[config.mk]
export PLATFORM = sky130hd
export DESIGN_NAME = matmul_tile_sequencer_flat
export DESIGN_NICKNAME = d
export VERILOG_FILES = /design/src/rtl/matmul_tile_sequencer_if.sv /design/src/rtl/matmul_tile_sequencer.sv /design/src/flat_wrapper.sv
export SDC_FILE = /design/constraint.sdc
export NUM_CORES = 1
export LEC_CHECK = 0
export BUFFER_PORTS_ARGS = -buffer_cell sky130_fd_sc_hd__buf_2
export CAP_MARGIN = 25
export CORE_ASPECT_RATIO = 1.75
export CORE_UTILIZATION = 35
export DETAILED_ROUTE_END_ITERATION = 6
export SYNTH_ARGS = -nofsm -noshare
export SYNTH_HDL_FRONTEND = slang
export SYNTH_SLANG_ARGS = --single-unit
[constraint.sdc]
create_clock -name clk -period 2.7 [get_ports clk]
set_clock_uncertainty 0.2 [all_clocks]
set_input_delay 0.405 -clock clk [delete_from_list [all_inputs] [get_ports clk]]
set_output_delay 0.405 -clock clk [all_outputs]
set_load 0.1 [all_outputs]
[src/rtl/matmul_tile_sequencer_if.sv]
// Bundle between the tile sequencer, its command source, the shared scratchpad and the
// systolic array. master = sequencer side, slave = environment side.
interface matmul_tile_sequencer_if #(
    parameter int unsigned DATA_WIDTH = 16,
    parameter int unsigned M          = 3,
    parameter int unsigned N          = 3,
    parameter int unsigned K          = 3,
    parameter int unsigned ADDR_WIDTH = 12
);
    localparam int unsigned MW = (M > 1) ? $clog2(M) : 1;
    localparam int unsigned NW = (N > 1) ? $clog2(N) : 1;
    localparam int unsigned KW = (K > 1) ? $clog2(K) : 1;

    logic                  cmd_valid;
    logic                  cmd_ready;
    logic [ADDR_WIDTH-1:0] cmd_a_base;
    logic [ADDR_WIDTH-1:0] cmd_b_base;
    logic [ADDR_WIDTH-1:0] cmd_c_base;
    logic                  rd_en;
    logic [ADDR_WIDTH-1:0] rd_addr;
    logic [DATA_WIDTH-1:0] rd_data;
    logic                  wr_en;
    logic [ADDR_WIDTH-1:0] wr_addr;
    logic [DATA_WIDTH-1:0] wr_data;
    logic                  mm_start;
    logic [DATA_WIDTH-1:0] mm_a_data;
    logic [MW-1:0]         mm_a_row;
    logic [KW-1:0]         mm_a_col;
    logic                  mm_a_valid;
    logic [DATA_WIDTH-1:0] mm_b_data;
    logic [KW-1:0]         mm_b_row;
    logic [NW-1:0]         mm_b_col;
    logic                  mm_b_valid;
    logic [DATA_WIDTH-1:0] mm_c_data;
    logic [MW-1:0]         mm_c_row;
    logic [NW-1:0]         mm_c_col;
    logic                  mm_c_valid;
    logic                  mm_done;
    logic                  busy;
    logic                  cmd_done;
    logic                  err;

    modport master (
        input  cmd_valid, cmd_a_base, cmd_b_base, cmd_c_base, rd_data,
               mm_c_data, mm_c_row, mm_c_col, mm_c_valid, mm_done,
        output cmd_ready, rd_en, rd_addr, wr_en, wr_addr, wr_data, mm_start,
               mm_a_data, mm_a_row, mm_a_col, mm_a_valid,
               mm_b_data, mm_b_row, mm_b_col, mm_b_valid, busy, cmd_done, err
    );

    modport slave (
        output cmd_valid, cmd_a_base, cmd_b_base, cmd_c_base, rd_data,
               mm_c_data, mm_c_row, mm_c_col, mm_c_valid, mm_done,
        input  cmd_ready, rd_en, rd_addr, wr_en, wr_addr, wr_data, mm_start,
               mm_a_data, mm_a_row, mm_a_col, mm_a_valid,
               mm_b_data, mm_b_row, mm_b_col, mm_b_valid, busy, cmd_done, err
    );
endinterface

[src/rtl/matmul_tile_sequencer.sv]
// Command-driven controller for one systolic array: reads A and B row-major from the
// scratchpad, streams them into the array, and writes the returned C elements back.
module matmul_tile_sequencer #(
    parameter int unsigned DATA_WIDTH = 16,
    parameter int unsigned M          = 3,
    parameter int unsigned N          = 3,
    parameter int unsigned K          = 3,
    parameter int unsigned ADDR_WIDTH = 12,
    parameter int unsigned TIMEOUT    = 1024
) (
    input logic                     clk,
    input logic                     rst_n,
    matmul_tile_sequencer_if.master bus
);
    localparam int unsigned MW     = (M > 1) ? $clog2(M) : 1;
    localparam int unsigned NW     = (N > 1) ? $clog2(N) : 1;
    localparam int unsigned KW     = (K > 1) ? $clog2(K) : 1;
    localparam int unsigned MaxDim = (M > N) ? ((M > K) ? M : K) : ((N > K) ? N : K);
    localparam int unsigned IdxW   = $clog2(MaxDim + 1);
    localparam int unsigned CntW   = $clog2(M * N + 1) + 1;
    localparam int unsigned TmoW   = $clog2(TIMEOUT + 1);

    localparam logic [IdxW-1:0]       LastRowA = IdxW'(M - 1);
    localparam logic [IdxW-1:0]       LastColA = IdxW'(K - 1);
    localparam logic [IdxW-1:0]       LastRowB = IdxW'(K - 1);
    localparam logic [IdxW-1:0]       LastColB = IdxW'(N - 1);
    localparam logic [CntW-1:0]       CCount   = CntW'(M * N);
    localparam logic [TmoW-1:0]       TmoLast  = TmoW'(TIMEOUT - 1);
    localparam logic [ADDR_WIDTH-1:0] NAddr    = ADDR_WIDTH'(N);

    typedef enum logic [2:0] {StIdle, StStart, StLoadA, StLoadB, StWaitC} state_e;

    state_e                state_q;
    logic [ADDR_WIDTH-1:0] a_base_q, b_base_q, c_base_q;
    logic                  rd_en_q;
    logic [ADDR_WIDTH-1:0] rd_addr_q;
    logic                  rd_is_b_q;
    logic [IdxW-1:0]       rd_row_q, rd_col_q;
    logic                  a_valid_q, b_valid_q;
    logic [MW-1:0]         a_row_q;
    logic [KW-1:0]         a_col_q;
    logic [KW-1:0]         b_row_q;
    logic [NW-1:0]         b_col_q;
    logic                  mm_start_q;
    logic                  wr_en_q;
    logic [ADDR_WIDTH-1:0] wr_addr_q;
    logic [DATA_WIDTH-1:0] wr_data_q;
    logic [CntW-1:0]       c_cnt_q;
    logic [TmoW-1:0]       tmo_q;
    logic                  cmd_done_q;
    logic                  err_q;

    logic                  c_take;
    logic [CntW-1:0]       c_cnt_eff;
    logic [ADDR_WIDTH-1:0] c_addr;

    // C capture qualification and write address; count includes a C element arriving with done
    always_comb begin
        c_take    = bus.mm_c_valid && ((state_q == StLoadB) || (state_q == StWaitC));
        c_cnt_eff = c_cnt_q + CntW'(c_take);
        c_addr    = c_base_q + ADDR_WIDTH'(bus.mm_c_row) * NAddr + ADDR_WIDTH'(bus.mm_c_col);
    end

    // Sequencer FSM with registered scratchpad, stream and status outputs
    always_ff @(posedge clk or negedge rst_n) begin
        if (!rst_n) begin
            state_q    <= StIdle;
            a_base_q   <= '0;
            b_base_q   <= '0;
            c_base_q   <= '0;
            rd_en_q    <= 1'b0;
            rd_addr_q  <= '0;
            rd_is_b_q  <= 1'b0;
            rd_row_q   <= '0;
            rd_col_q   <= '0;
            a_valid_q  <= 1'b0;
            b_valid_q  <= 1'b0;
            a_row_q    <= '0;
            a_col_q    <= '0;
            b_row_q    <= '0;
            b_col_q    <= '0;
            mm_start_q <= 1'b0;
            wr_en_q    <= 1'b0;
            wr_addr_q  <= '0;
            wr_data_q  <= '0;
            c_cnt_q    <= '0;
            tmo_q      <= '0;
            cmd_done_q <= 1'b0;
            err_q      <= 1'b0;
        end else begin
            mm_start_q <= 1'b0;
            cmd_done_q <= 1'b0;
            wr_en_q    <= 1'b0;
            // Each read's tag reappears on the stream alongside its data one cycle later
            a_valid_q  <= rd_en_q && !rd_is_b_q;
            b_valid_q  <= rd_en_q && rd_is_b_q;
            if (rd_en_q && !rd_is_b_q) begin
                a_row_q <= rd_row_q[MW-1:0];
                a_col_q <= rd_col_q[KW-1:0];
            end
            if (rd_en_q && rd_is_b_q) begin
                b_row_q <= rd_row_q[KW-1:0];
                b_col_q <= rd_col_q[NW-1:0];
            end
            if (c_take) begin
                wr_en_q   <= 1'b1;
                wr_addr_q <= c_addr;
                wr_data_q <= bus.mm_c_data;
                c_cnt_q   <= c_cnt_eff;
            end
            unique case (state_q)
                StIdle: begin
                    if (bus.cmd_valid) begin
                        a_base_q   <= bus.cmd_a_base;
                        b_base_q   <= bus.cmd_b_base;
                        c_base_q   <= bus.cmd_c_base;
                        err_q      <= 1'b0;
                        c_cnt_q    <= '0;
                        mm_start_q <= 1'b1;
                        state_q    <= StStart;
                    end
                end
                StStart: begin
                    rd_en_q   <= 1'b1;
                    rd_addr_q <= a_base_q;
                    rd_row_q  <= '0;
                    rd_col_q  <= '0;
                    rd_is_b_q <= 1'b0;
                    state_q   <= StLoadA;
                end
                StLoadA: begin
                    // Row-major operands are contiguous, so the address simply increments
                    if (rd_row_q == LastRowA && rd_col_q == LastColA) begin
                        rd_addr_q <= b_base_q;
                        rd_row_q  <= '0;
                        rd_col_q  <= '0;
                        rd_is_b_q <= 1'b1;
                        state_q   <= StLoadB;
                    end else begin
                        rd_addr_q <= rd_addr_q + 1'b1;
                        if (rd_col_q == LastColA) begin
                            rd_col_q <= '0;
                            rd_row_q <= rd_row_q + 1'b1;
                        end else begin
                            rd_col_q <= rd_col_q + 1'b1;
                        end
                    end
                end
                StLoadB: begin
                    if (rd_en_q) begin
                        if (rd_row_q == LastRowB && rd_col_q == LastColB) begin
                            rd_en_q <= 1'b0;
                        end else begin
                            rd_addr_q <= rd_addr_q + 1'b1;
                            if (rd_col_q == LastColB) begin
                                rd_col_q <= '0;
                                rd_row_q <= rd_row_q + 1'b1;
                            end else begin
                                rd_col_q <= rd_col_q + 1'b1;
                            end
                        end
                    end else begin
                        // This cycle carries the last B element on the stream
                        tmo_q   <= '0;
                        state_q <= StWaitC;
                    end
                end
                StWaitC: begin
                    tmo_q <= tmo_q + 1'b1;
                    if (bus.mm_done) begin
                        if (c_cnt_eff == CCount) begin
                            cmd_done_q <= 1'b1;
                        end else begin
                            err_q <= 1'b1;
                        end
                        state_q <= StIdle;
                    end else if (tmo_q == TmoLast) begin
                        err_q   <= 1'b1;
                        state_q <= StIdle;
                    end
                end
                default: state_q <= StIdle;
            endcase
        end
    end

    assign bus.cmd_ready  = (state_q == StIdle);
    assign bus.busy       = (state_q != StIdle);
    assign bus.rd_en      = rd_en_q;
    assign bus.rd_addr    = rd_addr_q;
    assign bus.wr_en      = wr_en_q;
    assign bus.wr_addr    = wr_addr_q;
    assign bus.wr_data    = wr_data_q;
    assign bus.mm_start   = mm_start_q;
    // Scratchpad data is already one cycle behind its read, so it pairs with the tag registers
    assign bus.mm_a_data  = a_valid_q ? bus.rd_data : '0;
    assign bus.mm_a_row   = a_row_q;
    assign bus.mm_a_col   = a_col_q;
    assign bus.mm_a_valid = a_valid_q;
    assign bus.mm_b_data  = b_valid_q ? bus.rd_data : '0;
    assign bus.mm_b_row   = b_row_q;
    assign bus.mm_b_col   = b_col_q;
    assign bus.mm_b_valid = b_valid_q;
    assign bus.cmd_done   = cmd_done_q;
    assign bus.err        = err_q;
endmodule
[src/flat_wrapper.sv]
// flat-port wrapper written by rule: the top's interface ports become plain ports
module matmul_tile_sequencer_flat 
#(
    parameter int unsigned DATA_WIDTH = 16,
    parameter int unsigned M          = 3,
    parameter int unsigned N          = 3,
    parameter int unsigned K          = 3,
    parameter int unsigned ADDR_WIDTH = 12,
    parameter int unsigned TIMEOUT    = 1024
)
  (clk, rst_n, bus_cmd_valid, bus_cmd_a_base, bus_cmd_b_base, bus_cmd_c_base, bus_rd_data, bus_mm_c_data, bus_mm_c_row, bus_mm_c_col, bus_mm_c_valid, bus_mm_done, bus_cmd_ready, bus_rd_en, bus_rd_addr, bus_wr_en, bus_wr_addr, bus_wr_data, bus_mm_start, bus_mm_a_data, bus_mm_a_row, bus_mm_a_col, bus_mm_a_valid, bus_mm_b_data, bus_mm_b_row, bus_mm_b_col, bus_mm_b_valid, bus_busy, bus_cmd_done, bus_err);
  matmul_tile_sequencer_if #(.DATA_WIDTH(DATA_WIDTH), .M(M), .N(N), .K(K), .ADDR_WIDTH(ADDR_WIDTH)) bus_i ();
  input logic clk;
  input logic rst_n;
  input wire logic [$bits(bus_i.cmd_valid)-1:0] bus_cmd_valid;
  input wire logic [$bits(bus_i.cmd_a_base)-1:0] bus_cmd_a_base;
  input wire logic [$bits(bus_i.cmd_b_base)-1:0] bus_cmd_b_base;
  input wire logic [$bits(bus_i.cmd_c_base)-1:0] bus_cmd_c_base;
  input wire logic [$bits(bus_i.rd_data)-1:0] bus_rd_data;
  input wire logic [$bits(bus_i.mm_c_data)-1:0] bus_mm_c_data;
  input wire logic [$bits(bus_i.mm_c_row)-1:0] bus_mm_c_row;
  input wire logic [$bits(bus_i.mm_c_col)-1:0] bus_mm_c_col;
  input wire logic [$bits(bus_i.mm_c_valid)-1:0] bus_mm_c_valid;
  input wire logic [$bits(bus_i.mm_done)-1:0] bus_mm_done;
  output wire logic [$bits(bus_i.cmd_ready)-1:0] bus_cmd_ready;
  output wire logic [$bits(bus_i.rd_en)-1:0] bus_rd_en;
  output wire logic [$bits(bus_i.rd_addr)-1:0] bus_rd_addr;
  output wire logic [$bits(bus_i.wr_en)-1:0] bus_wr_en;
  output wire logic [$bits(bus_i.wr_addr)-1:0] bus_wr_addr;
  output wire logic [$bits(bus_i.wr_data)-1:0] bus_wr_data;
  output wire logic [$bits(bus_i.mm_start)-1:0] bus_mm_start;
  output wire logic [$bits(bus_i.mm_a_data)-1:0] bus_mm_a_data;
  output wire logic [$bits(bus_i.mm_a_row)-1:0] bus_mm_a_row;
  output wire logic [$bits(bus_i.mm_a_col)-1:0] bus_mm_a_col;
  output wire logic [$bits(bus_i.mm_a_valid)-1:0] bus_mm_a_valid;
  output wire logic [$bits(bus_i.mm_b_data)-1:0] bus_mm_b_data;
  output wire logic [$bits(bus_i.mm_b_row)-1:0] bus_mm_b_row;
  output wire logic [$bits(bus_i.mm_b_col)-1:0] bus_mm_b_col;
  output wire logic [$bits(bus_i.mm_b_valid)-1:0] bus_mm_b_valid;
  output wire logic [$bits(bus_i.busy)-1:0] bus_busy;
  output wire logic [$bits(bus_i.cmd_done)-1:0] bus_cmd_done;
  output wire logic [$bits(bus_i.err)-1:0] bus_err;
  assign bus_i.cmd_valid = bus_cmd_valid;
  assign bus_i.cmd_a_base = bus_cmd_a_base;
  assign bus_i.cmd_b_base = bus_cmd_b_base;
  assign bus_i.cmd_c_base = bus_cmd_c_base;
  assign bus_i.rd_data = bus_rd_data;
  assign bus_i.mm_c_data = bus_mm_c_data;
  assign bus_i.mm_c_row = bus_mm_c_row;
  assign bus_i.mm_c_col = bus_mm_c_col;
  assign bus_i.mm_c_valid = bus_mm_c_valid;
  assign bus_i.mm_done = bus_mm_done;
  assign bus_cmd_ready = bus_i.cmd_ready;
  assign bus_rd_en = bus_i.rd_en;
  assign bus_rd_addr = bus_i.rd_addr;
  assign bus_wr_en = bus_i.wr_en;
  assign bus_wr_addr = bus_i.wr_addr;
  assign bus_wr_data = bus_i.wr_data;
  assign bus_mm_start = bus_i.mm_start;
  assign bus_mm_a_data = bus_i.mm_a_data;
  assign bus_mm_a_row = bus_i.mm_a_row;
  assign bus_mm_a_col = bus_i.mm_a_col;
  assign bus_mm_a_valid = bus_i.mm_a_valid;
  assign bus_mm_b_data = bus_i.mm_b_data;
  assign bus_mm_b_row = bus_i.mm_b_row;
  assign bus_mm_b_col = bus_i.mm_b_col;
  assign bus_mm_b_valid = bus_i.mm_b_valid;
  assign bus_busy = bus_i.busy;
  assign bus_cmd_done = bus_i.cmd_done;
  assign bus_err = bus_i.err;
  matmul_tile_sequencer #(.DATA_WIDTH(DATA_WIDTH), .M(M), .N(N), .K(K), .ADDR_WIDTH(ADDR_WIDTH), .TIMEOUT(TIMEOUT)) u_core (.clk(clk), .rst_n(rst_n), .bus(bus_i));
endmodule
# After elaboration in Yosys (flattened, before gate mapping)
# Index checks and enable logic that the tools add are counted.
[totals]
register_bits = 115
inputBits = 77
output_inout_bits = 89
[classes]
n_addsub = 7
n_mul = 1
eq_ne = 15
n_mux = 43
reduce_logical = 19
[op_table]
columns = ["operator", "count"]
rows = [
  ["12-bit two-way mux", 3],
  ["12-bit one-hot mux with 3 select lines", 1],
  ["16-bit two-way mux", 2],
  ["11-bit one-hot mux with 2 select lines", 1],
  ["2-bit two-way mux", 8],
  ["3-bit two-way mux", 5],
  ["5-bit two-way mux", 3],
  ["3-bit one-hot mux with 5 select lines", 1],
  ["1-bit two-way mux", 13],
  ["12-bit by 1-bit adder with 12-bit output (second input constant)", 1],
  ["12-bit by 2-bit adder with 12-bit output", 1],
  ["12-bit by 4-bit adder with 12-bit output", 1],
  ["2-bit one-hot mux with 3 select lines", 2],
  ["11-bit by 1-bit adder with 11-bit output (second input constant)", 1],
  ["11-bit by 10-bit equality test with 1-bit output (second input constant)", 1],
  ["11-bit two-way mux", 1],
  ["4-bit AND reduction", 2],
  ["2-bit nonzero test", 4],
  ["3-bit by 2-bit equality test with 1-bit output (second input constant)", 2],
  ["2-bit inequality test (second input constant)", 3],
  ["3-bit inequality test (second input constant)", 2],
  ["1-bit one-hot mux with 2 select lines", 3],
  ["2-bit AND reduction", 3],
  ["3-bit nonzero test", 2],
  ["other kinds (13)", 19],
]

# Depth between registers and ports, before layout
# Gate-level depths: netlist of run 1.
[depth]
ltp_word = 8
ltp_mapped = 12

# Least setup slack after synthesis of run 1
# Ideal clock, no wire load.
[synth_timing]
path_type = "reg-to-output"
startpoint = "reg u_core.state_q[2]"
endpoint = "out bus_busy"
arrival_time_ps = 3815
required_ps = 2095
setup_slack_ps = -1720
stages_incl_launch_ff = 3
path_buffers = 0
cell_sequence = "dfrtp_1 -> nor3_1 -> inv_1"
[synth_between]
elab_chain_cells = 1
[synth_rtl]
columns = ["item", "line_no", "source"]
rows = [
  ["start: declaration", "matmul_tile_sequencer.sv:33", "state_e state_q;"],
  ["start signal: assignment", "matmul_tile_sequencer.sv:67", "state_q <= StIdle;"],
  ["start signal: assignment", "matmul_tile_sequencer.sv:120", "state_q <= StStart;"],
  ["start signal: assignment", "matmul_tile_sequencer.sv:129", "state_q <= StLoadA;"],
  ["3-bit nonzero test", "matmul_tile_sequencer.sv:188", "assign bus.busy = (state_q != StIdle);"],
  ["end: declaration", "flat_wrapper.sv:40", "output wire logic [$bits(bus_i.busy)-1:0] bus_busy;"],
]
# No other way between the ends.

# Worst setup path after layout of run 1
[layout_timing]
startpoint = "in bus_mm_c_col[1]"
endpoint = "reg u_core.wr_addr_q[9], in the netlist u_core.bus.wr_addr[9]"
[layout_between]
elab_chain_cells = 1
[layout_rtl]
columns = ["item", "line_no", "source"]
rows = [
  ["start: declaration", "flat_wrapper.sv:22", "input wire logic [$bits(bus_i.mm_c_col)-1:0] bus_mm_c_col;"],
  ["12-bit by 2-bit adder with 12-bit output", "matmul_tile_sequencer.sv:61", "c_addr = c_base_q + ADDR_WIDTH'(bus.mm_c_row) * NAddr + ADDR_WIDTH'(bus.mm_c_col);"],
  ["end signal: assignment", "matmul_tile_sequencer.sv:107", "wr_addr_q <= c_addr;"],
  ["end: declaration", "matmul_tile_sequencer.sv:46", "logic [ADDR_WIDTH-1:0] wr_addr_q;"],
]
# No other way between the ends.
# A chain may end at the register's enable or synchronous reset.

==> impl_summary.log, run 1 <==
INFO  metric cts_sinks = roughly 120
INFO  metric reg2reg_to = u_core.bus.wr_addr[9]$_DFFE_PN0N_
INFO  metric synth_seq_area_share = 50.98%
INFO  metric grt_remaining_overflow = 0
INFO  metric netlist.top_cell.by_area = dfrtp_1
INFO  metric max_slew_margin = 57.87%
INFO  metric placeableCoreArea = between 15000 and 20000 sq um
INFO  metric netlist_instances = about 560
INFO  metric sequential_cell_area = 2878 sq um
INFO  metric asyncSetResetFlopFracSynth = 100.0%
INFO  metric drtAntennaViolNets = 0
INFO  metric timing_worst_slew_pin_value = roughly 0.62 ns
INFO  metric layout_commonest_cell = buf_2
INFO  metric route.final.wire_length = 13970 um
INFO  metric final_hold_viol_count = 0
INFO  metric cts_tree = done
INFO  metric die_w = 98.01 um
INFO  metric port-buffer-count = around 170
INFO  metric layout-area-overhead-vs-synth = 33.13%
INFO  metric routedWlPerCell = about 15 um
INFO  metric maxCapViolations = 0
INFO  metric yosys_register_bits = 115
INFO  metric status = finished, violations left
INFO  metric synth_area_per_cell = 10.12 sq um
INFO  metric drt_first_iter_violations = 202
INFO  metric die_h = between 150 and 200 um
INFO  metric yosysUniqueCellTypes = 54
INFO  metric share_of_the_core_filled_with_cells = 47.57%
INFO  metric failed_checks = DRC
INFO  metric final_nets = 843
INFO  metric number_of_pins_exceeding_their_max_slew_limit_in_the_final_report = 0
INFO  metric critical_path.endpoint = u_core.bus.wr_addr[9]$_DFFE_PN0N_
INFO  metric antenna_found_initial = 0
INFO  metric worstSetupPathType = in2reg
INFO  metric holdCritPathClass = in2reg
INFO  metric detailedPlacementHpwl = 10310 um
INFO  metric viasPerCell = between 5 and 6
INFO  metric synthDominantCellAreaShare = roughly half
INFO  metric cts_htree_levels = 4
INFO  metric die_area = 16660 sq um
INFO  metric endpoint_kind = register
INFO  metric first_pass_iters = 6
INFO  metric mostFrequentLayoutCells = buf_2, dfrtp_1, nand2_1
INFO  metric critPathMaxFanout = 3
INFO  metric place_congestion = 0.8189
INFO  metric ioPinCount = 166
INFO  metric cts_inserted_buffers = 17
INFO  metric grt_use_total = 17.33%
INFO  metric setup.worst_path.start = bus_mm_c_col[1]
INFO  metric rsz0062_at_grt = false
INFO  metric root_buffer = clkbuf_16
INFO  metric ff2ff_path_depth = 8
INFO  metric worst_ep_required_time = 2.78 ns
INFO  metric post_cts.repair.setup_buffers = 0
INFO  metric dp_cells = 903
INFO  metric final_layout_size_suffix_gt1_share = 35.35%
INFO  metric antenna-diode-count = 0
INFO  metric stdcell_area = 7516 sq um
INFO  metric mappedNetlistNets = between 600 and 700
INFO  metric synth_warnings = 0
INFO  metric total_area_of_multi_input_combinational_cells = 2650 sq um
INFO  metric cts_buffer_depth = 2
INFO  metric postPlaceCellArea = 6803 sq um
INFO  metric largest_net_degree_at_the_start_of_global_routing = 44
INFO  metric layoutNonFillerInstCount = 950
INFO  metric synth-edff-count = 0
INFO  metric route.vias.total = 4800
INFO  metric grt_first_pass_wirelength = 23060 um
INFO  metric fmax = around 0.38 GHz
INFO  metric crit-reg2reg-launch = u_core.c_base_q[1]$_DFFE_PN0P_
INFO  metric cp_data_arrival_time = 2.70 ns
INFO  metric final_period_minus_worst_setup_slack = 2.624 ns
INFO  metric route.detailed.drc = 15
INFO  metric final_min_period_over_clock_period = between 90% and 100%
INFO  metric placementRows = 61
INFO  metric via_count_of_the_first_global_routing_pass = about 5000
INFO  metric num-fill-cells = 1501
INFO  metric cp-start-kind = input port
INFO  metric cts.repair.resized = 0
INFO  metric postSynth.topFlopCell = dfrtp_1
INFO  metric setup.reg_to_reg.worst_slack = around 0.27 ns
INFO  metric post_synth_instance_area = ~5600 sq um
INFO  metric floorplan.initialDensity = 35.73%
INFO  metric insertion_delay = a little over 0.4 ns
INFO  metric clk_transition_reported_paths = 0.05 ns
INFO  metric yosys-top-cells-area = dfrtp_1, mux2_2, nand2_1
INFO  metric fin_worst_hold_slack = 0.01683 ns
INFO  metric setup_viol = 0
-- synth_stat cells (2+ instances only) --
cell	number
a31oi_1	4
o31ai_1	5
xnor2_1	5
and2_1	36
o21ai_0	37
nand3b_1	2
and3_1	10
nor2_1	29
nand4_1	9
o211ai_1	6
nor2b_1	3
nand2_1	100
mux2_2	42
a31o_2	2
buf_2	14
a21oi_1	18
nor3_1	5
or3b_1	2
and4_1	3
dfrtp_1	115
xor2_1	12
a221oi_1	2
or3_1	2
fa_1	3
a22o_1	5
a211oi_1	2
mux2i_1	3
ha_1	14
inv_1	9
o21ai_1	3
or4_1	2
nand2b_1	4
clkbuf_1	14
nand3_1	16
-- cell families (layout without fill, tap and decap cells) --
family | after synthesis | in the layout | share of synthesized area, %
AO/OA/AOI/OAI | 95 | 95 | 10.37
multiplexers | 45 | 45 | 8.910
flip-flops | 115 | 115 | 50.98
buffers and inverters | 38 | 241 | 2.926
AND/OR/NAND/NOR | 231 | 231 | 20.01
adder cells (fa/ha/maj) | 17 | 17 | 4.167
XOR/XNOR | 17 | 17 | 2.637
-- worst max-delay path: stages --
cell and delay (ns):
buf_2 0.11, fa_1 0.55, fa_1 0.42, ha_2 0.21, fa_2 0.39, a211oi_2 0.22, nor2_1 0.09, nand3_1 0.09
xor2_1 0.15, o21ai_1 0.07
-- how the worst min path moves through the flow --
stage / endpoint / slack (ns) / cells after the start / start
floorplan: u_core.a_base_q[0]$_DFFE_PN0P_ / -0.09 / 0 / rst_n
global placement: u_core.c_base_q[3]$_DFFE_PN0P_ / 0.19 / 1 / rst_n
detailed placement: u_core.c_base_q[3]$_DFFE_PN0P_ / 0.20 / 1 / rst_n
CTS: u_core.bus.wr_data[11]$_DFFE_PN0N_ / 0.001 / 3 / bus_mm_c_data[11]
global route: u_core.a_base_q[9]$_DFFE_PN0P_ / 0.007 / 2 / bus_cmd_a_base[9]
finish: u_core.bus.wr_data[11]$_DFFE_PN0N_ / 0.02 / 3 / bus_mm_c_data[11]
-- stage by stage --
step | setup TNS, ns | setup WS, ns
3_3_place_gp | -1.272 | -0.3044
3_5_place_dp | -1.652 | -0.3575
4_1_cts | 0 | 0.08041
5_1_grt | 0 | 0.01079
2_1_floorplan | -0.3083 | -0.1237
6_report | 0 | 0.07622
-- flip-flops by register name, summed over array words and instances, names as in the netlist, 3 cells and up --
signal              count
u_core.a_base_q        12
u_core.b_base_q        12
u_core.bus.rd_addr     12
u_core.bus.wr_addr     12
u_core.bus.wr_data     16
u_core.c_base_q        12
u_core.c_cnt_q          5
u_core.state_q          3
u_core.tmo_q           11
-- timing repair --
action	CTS	global route
hold buffers	16	0
hold endpoints to repair	47	0
setup endpoints to repair	0	0
-- cell type report --
type                            count  share of cell area [%]
Sequential cell                   115                   38.29
Clock inverter                     12                   1.465
Timing Repair Buffer              200                   15.38
Inverter                           10                  0.5660
Clock buffer                       19                   5.893
Tap cell                          189                   3.146
Multi-Input combinational cell    405                   35.26
-- metal layers --
metal	vias up	routed length, um	GRT usage (%)
met5	-	0	0
met4	0	232	6.917
met3	17	667	4.476
met2	130	7619	32.00
met1	2335	5453	18.60
li1	2318	-	-
Power of run 1 is left out: the tool's default activity adds up to more than one toggle a clock period on the data nets, which glitch-free logic cannot reach.
==> inputs of run 2 (changes only) <==
--- a/config.mk
+++ b/config.mk
@@ -7,7 +7,6 @@
 export LEC_CHECK = 0
 export BUFFER_PORTS_ARGS = -buffer_cell sky130_fd_sc_hd__buf_2
 export CAP_MARGIN = 25
-export CORE_ASPECT_RATIO = 1.75
 export CORE_UTILIZATION = 35
 export DETAILED_ROUTE_END_ITERATION = 6
 export SYNTH_ARGS = -nofsm -noshare
==> constraint.sdc (replaced) <==
create_clock -name clk -period 2.6 [get_ports clk]
set_clock_uncertainty 0.2 [all_clocks]
set_input_delay 0.39 -clock clk [delete_from_list [all_inputs] [get_ports clk]]
set_output_delay 0.39 -clock clk [all_outputs]
set_load 0.1 [all_outputs]
==> run 2 against run 1 <==
Compared with the run above:
- the flow finishes with violations (setup timing)
- non-clock buffer count increased by 28
- clock-buffer cell count increased by 4
- die area decreased by 0.12%
- cell area increased by 5.1%
- via count increased by 3.7%
- sequential cell count unchanged
- critical path type unchanged
- highest routed layer unchanged
==> impl_summary.log, run 2 (synthesized netlist as in run 1, its figures left out) <==
INFO  metric status = finished, violations left
INFO  metric failed_checks = setup timing
INFO  metric cp_slowest_stage_delay = 0.55 ns (about the same)
INFO  metric setup_viol = 2 (+2)
INFO  metric fmax = 0.3804 GHz
INFO  metric final_period_minus_worst_setup_slack = 2.629 ns
INFO  metric antenna_found_initial = 0 (unchanged)
INFO  metric stdcell_area = 7896 sq um (+5.1%)
INFO  metric setup.reg_to_reg.worst_slack = 0.13 ns (-0.14 ns)
INFO  metric cp_slowest_cell = fa_1
INFO  metric placeableCoreArea = 15830 sq um (+0.18%)
INFO  metric via_count_of_the_first_global_routing_pass = 4706 (-5.6%)
INFO  metric hold_end = u_core.c_base_q[9]$_DFFE_PN0P_
INFO  metric worstSetupPathType = in2reg
INFO  metric share_of_the_core_filled_with_cells = 49.89% (+2.3 points)
INFO  metric grt_remaining_overflow = 0 (unchanged)
INFO  metric fin_worst_hold_slack = 0.009671 ns (-0.007160 ns)
INFO  metric number_of_cells_on_the_worst_hold_path = 2 (-1)
INFO  metric largest_net_degree_at_the_start_of_global_routing = 50 (+14%)
INFO  metric insertion_delay = 0.42 ns (about the same)
INFO  metric antenna-diode-count = 0 (unchanged)
INFO  metric number_of_pins_exceeding_their_max_slew_limit_in_the_final_report = 0 (unchanged)
INFO  metric holdCritPathClass = in2reg
INFO  metric place_congestion = 0.8260 (+0.87%)
INFO  metric final_hold_viol_count = 0 (unchanged)
INFO  metric final_nets = 871 (+3.3%)
INFO  metric first_pass_iters = 5 (-1)
INFO  metric reg2reg_to = u_core.bus.wr_addr[5]$_DFFE_PN0N_
INFO  metric layoutNonFillerInstCount = 1006 (+5.9%)
INFO  metric setup_ws = -0.02869 ns (-0.1049 ns)
INFO  metric postPlaceCellArea = 6859 sq um (+0.83%)
INFO  metric maxCapViolations = 0 (unchanged)
INFO  metric cp_data_arrival_time = 2.72 ns (+0.02 ns)
INFO  metric final_layout_size_suffix_gt1_share = 35.06% (-0.28 points)
INFO  metric die_w = 129 um (+32%)
INFO  metric critPathMaxFanout = 2 (-1)
INFO  metric layout-area-overhead-vs-synth = 39.87%
INFO  metric crit-reg2reg-launch = u_core.c_base_q[1]$_DFFE_PN0P_
INFO  metric grt_use_total = 17.66% (+0.34 points)
INFO  metric drt_first_iter_violations = 230 (+14%)
INFO  metric grt_first_pass_wirelength = 22870 um (-0.84%)
INFO  metric min-delay-start = bus_cmd_c_base[9]
INFO  metric ioPinCount = 166 (unchanged)
INFO  metric die_h = 129 um (-24%)
INFO  metric routedWlPerCell = 14.07 um (-4.3%)
INFO  metric root_buffer = clkbuf_16
INFO  metric viasPerCell = 4.948 (-2.1%)
INFO  metric final_min_period_over_clock_period = 101.1%
INFO  metric worstPathBufferInverterCount = 2 (+1)
INFO  metric cts_tree = done
INFO  metric mostFrequentLayoutCells = buf_2, dfrtp_1, nand2_1
INFO  metric layout_commonest_cell = buf_2
INFO  metric cts_inserted_buffers = 17 (unchanged)
INFO  metric max_slew_margin = 56.40% (-1.5 points)
INFO  metric placementRows = 46 (-25%)
INFO  metric cp_cell_sequence = buf_6 -> fa_1 -> fa_1 -> ha_2 -> fa_2 -> buf_6 -> a21o_1 -> a21oi_2 -> xor2_1 -> o21ai_1
INFO  metric route.detailed.drc = 0 (-15)
INFO  metric route.final.wire_length = 14160 um (+1.3%)
INFO  metric floorplan.initialDensity = 35.67% (-0.065 points)
INFO  metric cp-start-kind = input port
INFO  metric cts_htree_levels = 4 (unchanged)
INFO  metric drtAntennaViolNets = 0 (unchanged)
INFO  metric rsz0062_at_grt = true
INFO  metric ff2ff_path_depth = 8 (unchanged)
INFO  metric detailedPlacementHpwl = 9872 um (-4.2%)
INFO  metric endpoint_kind = register
INFO  metric timing.critical_path.max_delay_family = adder cells
INFO  metric dp_cells = 932 (+3.2%)
INFO  metric route.vias.total = 4978 (+3.7%)
INFO  metric cts_buffer_depth = 2 (unchanged)
INFO  metric cts_sinks = 115 (unchanged)
INFO  metric port-buffer-count = 165 (unchanged)
INFO  metric die_area = 16640 sq um (-0.12%)
INFO  metric largest_register_ffs = 16 (unchanged)
INFO  metric clk_transition_reported_paths = 0.05 ns (about the same)
INFO  metric timing_worst_slew_pin_value = 0.6539 ns (+0.03793 ns)
INFO  metric setup.worst_path.start = bus_mm_c_col[1]
INFO  metric worst_ep_required_time = 2.69 ns (-0.09 ns)
## run 2: area by class of cell
| class | count | area (sq um) |
|---|---|---|
| timing repair buffer | 228 | 1439 |
| tap | 216 | 270.3 |
| sequential | 115 | 2880 |
| clock buffer | 23 | 488.0 |
| fill | 1456 | 7931 |
| multi-input combinational | 405 | 2674 |
| clock inverter | 9 | 102.6 |
| inverter | 10 | 42.54 |
## run 2: timing repair
item                                    CTS  global route
hold buffers                             41             0
hold endpoints to repair                 86             0
gates resized for setup                   0             7
pin swaps                                 0             4
buffers inserted                          0             1
endpoints found under the setup margin    1             4
## run 2: worst max path at each step
stage	endpoint	cells past startpoint
2_1_floorplan	u_core.bus.wr_addr[9]$_DFFE_PN0N_	9
3_3_place_gp	u_core.bus.wr_addr[9]$_DFFE_PN0N_	10
3_5_place_dp	u_core.bus.wr_addr[9]$_DFFE_PN0N_	10
4_1_cts	u_core.bus.wr_addr[9]$_DFFE_PN0N_	10
5_1_grt	u_core.bus.wr_addr[5]$_DFFE_PN0N_	10
6_report	u_core.bus.wr_addr[5]$_DFFE_PN0N_	10
## run 2: through the flow
stage | worst slack [ns] | TNS, ns
final | -0.02869 | -0.04600
after CTS | -0.03195 | -0.03195
after global routing | -0.1205 | -0.3560
after detailed placement | -0.4599 | -2.552
after floorplan | -0.2087 | -0.6795
after global placement | -0.3991 | -2.084
## run 2: routing by layer
layer | vias to the layer above | track usage (%) | part of all wire [%]
li1 | 2383 | - | -
met1 | 2447 | 21.99 | 45
met2 | 140 | 29.79 | 50
met3 | 8 | 4.657 | 4.1
met4 | 0 | 5.813 | 0.77
met5 | - | 0 | 0
Power of run 2 is left out for the same reason.
